===== src/rtl/data_mem_pkg.sv =====
// Shared types and limits for the dual-address data memory and its clear sequencer.
package data_mem_pkg;
    typedef enum logic {MS_IDLE, MS_CLEAR} mem_state_t;
    localparam int READ_LAT_MAX = 1;
endpackage


===== src/rtl/data_mem_clear_fsm.sv =====
// Clear sequencer: walks every address once after reset or on request, holding busy throughout.
module data_mem_clear_fsm
    import data_mem_pkg::*;
#(
    parameter int A = 8
) (
    input  logic         clk,
    input  logic         reset,
    input  logic         clear_req,
    output logic         busy,
    output logic [A-1:0] clr_addr
);

    mem_state_t   state, state_nxt;
    logic [A-1:0] cnt, cnt_nxt;

    always_ff @(posedge clk) begin
        if (reset) begin
            state <= MS_CLEAR;
            cnt   <= '0;
        end else begin
            state <= state_nxt;
            cnt   <= cnt_nxt;
        end
    end

    always_comb begin
        state_nxt = state;
        cnt_nxt   = cnt;
        case (state)
            MS_IDLE: begin
                if (clear_req) begin
                    state_nxt = MS_CLEAR;
                    cnt_nxt   = '0;
                end
            end
            MS_CLEAR: begin
                // Requests arriving mid-clear are dropped, not queued.
                cnt_nxt = cnt + 1'b1;
                if (cnt == '1)
                    state_nxt = MS_IDLE;
            end
            default: state_nxt = MS_IDLE;
        endcase
    end

    assign busy     = (state == MS_CLEAR);
    assign clr_addr = cnt;

endmodule


===== src/rtl/data_mem_dp.sv =====
// 1R/1W data RAM with built-in clear sequencer and selectable 0/1-cycle read latency.
module data_mem_dp
    import data_mem_pkg::*;
#(
    parameter int           W         = 8,
    parameter int           A         = 8,
    parameter int           READ_LAT  = 1,
    parameter logic [W-1:0] CLEAR_VAL = '0
) (
    input  logic         Clk,
    input  logic         Reset,
    input  logic         ClearReq,
    output logic         Busy,
    input  logic         WriteEn,
    input  logic [A-1:0] WriteAddr,
    input  logic [W-1:0] DataIn,
    input  logic         ReadEn,
    input  logic [A-1:0] ReadAddr,
    output logic [W-1:0] DataOut,
    output logic         DataValid
);

    localparam int DEPTH = 2 ** A;

    logic [W-1:0] core [0:DEPTH-1];
    logic         busy;
    logic [A-1:0] clr_addr;
    logic         mem_we;
    logic [A-1:0] mem_addr;
    logic [W-1:0] mem_din;
    logic         rd_ok;

    data_mem_clear_fsm #(.A(A)) u_clear (
        .clk       (Clk),
        .reset     (Reset),
        .clear_req (ClearReq),
        .busy      (busy),
        .clr_addr  (clr_addr)
    );

    assign Busy = busy;

    // The sequencer owns the single write port while clearing.
    assign mem_we   = busy | WriteEn;
    assign mem_addr = busy ? clr_addr  : WriteAddr;
    assign mem_din  = busy ? CLEAR_VAL : DataIn;
    assign rd_ok    = ReadEn & ~busy;

    always_ff @(posedge Clk) begin
        if (mem_we)
            core[mem_addr] <= mem_din;
    end

    generate
        if (READ_LAT == 0) begin : g_lat0
            assign DataOut   = core[ReadAddr];
            assign DataValid = rd_ok;
        end else if (READ_LAT == READ_LAT_MAX) begin : g_lat1
            logic [W-1:0] dout;
            logic         dvalid;

            always_ff @(posedge Clk) begin
                if (Reset) begin
                    dout   <= '0;
                    dvalid <= 1'b0;
                end else if (rd_ok) begin
                    dvalid <= 1'b1;
                    // Write-first: a same-cycle write to the read address is forwarded.
                    dout   <= (WriteEn && WriteAddr == ReadAddr) ? DataIn : core[ReadAddr];
                end else begin
                    dvalid <= 1'b0;
                end
            end

            assign DataOut   = dout;
            assign DataValid = dvalid;
        end else begin : g_bad_lat
            $error("data_mem_dp: READ_LAT must be 0 or 1");
        end
    endgenerate

endmodule


===== config.mk =====
export PLATFORM = sky130hd
export DESIGN_NAME = data_mem_dp
export DESIGN_NICKNAME = d
export VERILOG_FILES = /design/src/rtl/data_mem_pkg.sv /design/src/rtl/data_mem_clear_fsm.sv /design/src/rtl/data_mem_dp.sv
export SDC_FILE = /design/constraint.sdc
export NUM_CORES = 2
export LEC_CHECK = 0
export ABC_CLOCK_PERIOD_IN_PS = 21300
export BUFFER_PORTS_ARGS = -buffer_cell sky130_fd_sc_hd__buf_2
export CAP_MARGIN = 20
export CORE_MARGIN = 1
export CORE_UTILIZATION = 40
export CTS_CLUSTER_DIAMETER = 100
export CTS_CLUSTER_SIZE = 12
export DETAILED_ROUTE_END_ITERATION = 7
export HOLD_SLACK_MARGIN = 0.08
export PLACE_DENSITY = 0.51
export SKIP_CTS_REPAIR_TIMING = 1
export SYNTH_ARGS = -nofsm -noshare
export SYNTH_HDL_FRONTEND = slang
export SYNTH_HIERARCHICAL = 1
export SYNTH_SLANG_ARGS = --single-unit

===== constraint.sdc =====
create_clock -name Clk -period 21.3 [get_ports Clk]
set_input_delay 3.195 -clock Clk [delete_from_list [all_inputs] [get_ports Clk]]
set_output_delay 3.195 -clock Clk [all_outputs]
set_load 0.005 [all_outputs]

==> impl_results.md <==
- Status: finished clean
- Clock sink count: 2066
- CP Capture Type: flop
- Synth Area in Compound Gates: just over 3%
- R2r setup slk: 16.70 ns
- H-tree Lvls: 4
- DP Worst Slack: 12.61 ns
- Final Cycle Share: 36.46%
- Vias in the first global route: 41220
- Top_reg_cell synth: edfxtp_1
- Max Fclk: 128.8 MHz
- Count of flip-flops with a built-in enable after synthesis: 2048
- Post-synth top area cell: edfxtp_1
- Die width: 453.8 µm
- Post-synth ARST share: 0%
- Worst Max-Slew Pin Slew: 1.361 ns
- Max-cap viol count: 0
- Largest family of logic cells by synthesized area: multiplexers
- Clock buffer depth: 3
- Layout cells sized above 1: 20.52%
- Final net count: 4143
- Gate Count Post-Synth: 3999
- Hold slack: around 0.50 ns
- Post-DP Area: between 0.08 and 0.09 mm²
- Clk pwr share: 39.4%
- R2r worst-path depth: 6
- Logic gate share of total power: 4.8%
- Flops & latches, synth: 2066
- Fraction of the mapped netlist area in adder cells: 0.01533%
- Vias/cell: ~6
- Leakage: 28.29 nW
- Worst-path clk slew: 0.06 ns
- CTS tree: yes
- Final hold violations: 0
- Final WL: 242.8 mm
- CP Max Fanout: a little over 90
- Die area: 0.2059 mm²
- Setup slack after layout: 13.53 ns
- DR DRC count: 0
- Pin count of the biggest net entering global routing: about 210
- Core Area: roughly 0.2 mm²
- XOR/XNOR share of the synthesized area: 0.07510%
- Clock latency on the worst-skew pair: around 0.85 ns
- IO buf count: 38
- Area growth syn-to-layout: 10.16%
- Gr usage total: a little under a quarter
- Die height: roughly 450 µm
- CP required: between 20 and 25 ns
- Initial antenna violation count: 10
- RD Place Congestion: 0.8474
- Worst R2R End: core[213][2]$_DFFE_PP_
- Post-synth top area share: 75.33%
- GRT Residual Overflow: 0
- CTS Buf Count: 190
- Final Cell Area: approximately 0.09 mm²
- Seq/Total Area, Yosys: 75.77%
- Commonest non-fill, non-tap cells in the layout: edfxtp_1 (2048), mux4_2 (442), nor2_1 (304), nand2_1 (195), clkbuf_16 (190)
- Post-Synth Simple-Gate Area: around 3.6%
- Clk root buf: clkbuf_16
- HP Start: DataOut[3]$_SDFFE_PP0P_
- Net Sw Frac: between 20 and 25%
- Synth warn: 6
- Min Tclk post-route: 7.765 ns
- Hold depth: 2
- Multiplexer share of the synthesized area: 15.37%
- Leading post-synthesis cells by cell area: edfxtp_1 (75%), mux4_2 (12%), mux2i_1 (1.8%)
- First-pass GRT wire length: between 300 and 400 mm
- Antenna Nets Post-Route: 0
- Syn avg cell area: between 20 and 25 µm²
- Peak supply drop: around 0.000082 V
- Via count: 41380
- Setup TNS: 0 ns
- Min-delay worst type: reg2reg
- Worst Hold End: DataOut[3]$_SDFFE_PP0P_
- Crit path kind: in2reg
- Unrepaired setup endpoints after global routing: false
- Starting DRT DRC Count: 5142
- Sw Pwr: 0.001727 W
- Flop pwr share: 55.8%
- Pwr dens: 87.75 mW/mm²
- CP arrival: 8.44 ns
- Commonest non-fill, non-tap cell in the layout: edfxtp_1
- HPWL after detailed placement: 148.7 mm
- Count of pins over their slew limit: 0
- Pint: 0.006164 W
- Startpoint type of the worst setup path: input port
- Synth unique cells: 74
- Initial Util: 40.31%
- Synthesized net count: 4029
- Design Power: 0.007892 W
- Slew headroom: under 10%
- Average wire per standard cell: 35.36 µm
- Final count of negative-setup-slack endpoints: 0
- Ports: 39
- Row cnt: ~170
- Layout Skew: 0.04720 ns
- Worst r2r src: u_clear/busy$_SDFF_PP1_
- Synthesized area: 0.08164 mm²
- Pre-Repair DR Iteration Count: 6
[stage by stage]
step | cells | util, %
after floorplan | 3999 | -
after global placement | 6577 | 41.71
after detailed placement | 6585 | 41.75
after CTS | 6851 | 44.35
after global routing | 6860 | 44.40
final | 6865 | 44.41
[area by class of cell]
cell class	instances	area, µm²
fill	17160	112600
sequential	2066	61860
antenna	6	15.01
tap	2672	3343
clock buffer	250	4980
clock inverter	16	275.3
inverter	16	66.31
timing repair buffer	159	1279
multi-input combinational	1680	18110
[metal layers]
layer / global-route usage [%] / up-vias / part of all wire [%]
li1: - / 16720 / -
met1: 33.80 / 22600 / 42
met2: 37.78 / 1720 / 48
met3: 3.294 / 337 / 6.6
met4: 6.936 / 6 / 3.2
met5: 0 / - / 0.016
[critical path, stage by stage]
cell      delay [ns]
buf_8           0.56
buf_4           0.78
buf_12          0.59
buf_4           0.67
mux4_2          0.58
mux2_2          0.27
a221oi_1        0.42
o21ai_0         0.37
o31ai_1         0.16
a211o_1         0.34
a32oi_1         0.14
[state kept, by name, indices dropped and copies added (netlist names)]
name	flops
u_clear/clr_addr	8
core	2048
u_clear/busy	1
DataValid	1
DataOut	8
[cell usage after synthesis, types with 14 or more instances]
library cell,number
nand2_1,196
nand2b_1,14
mux2i_1,147
mux2_2,20
nor2_1,306
o221ai_1,31
buf_1,18
a31oi_1,16
nand3_1,57
o22ai_1,47
mux4_1,34
a21oi_1,62
nor2b_1,22
buf_2,50
buf_4,17
edfxtp_1,2048
clkbuf_1,82
buf_6,32
a22oi_1,29
o21ai_0,46
nor3_1,22
mux4_2,442
dfxtp_1,18
buf_8,19
[worst max-delay path by stage]
| stage | startpoint | endpoint | slack, ns |
|---|---|---|---|
| after CTS | ReadAddr[0] | DataOut[5]$_SDFFE_PP0P_ | 13.52 |
| after global routing | ReadAddr[0] | DataOut[3]$_SDFFE_PP0P_ | 13.20 |
| after global placement | ReadAddr[0] | DataOut[3]$_SDFFE_PP0P_ | 12.62 |
| after floorplan | DataIn[0] | core[0][0]$_DFFE_PP_ | 10.51 |
| after detailed placement | ReadAddr[0] | DataOut[3]$_SDFFE_PP0P_ | 12.61 |
| final | ReadAddr[0] | DataOut[3]$_SDFFE_PP0P_ | 13.53 |
[cells by family (layout without fill, tap and decap cells)]
logic type	count (synthesis)	after routing
flops	2066	2066
simple gates	681	681
mux	643	643
compound gates	348	348
buf+inv	253	441
xor+xnor	7	7
fa+ha+maj	1	1
other cells	0	6
[power by group through the flow]
stage,sequential [W],combinational (W),clock (W)
final,0.00441,0.000378,0.00311
after global routing,0.00440,0.000388,0.00329
after CTS,0.00441,0.000378,0.00316
after detailed placement,0.00449,0.000377,0
after global placement,0.00449,0.000377,0
after floorplan,0.00449,0.000232,0
Note: power is estimated with default switching activity, not from simulation.
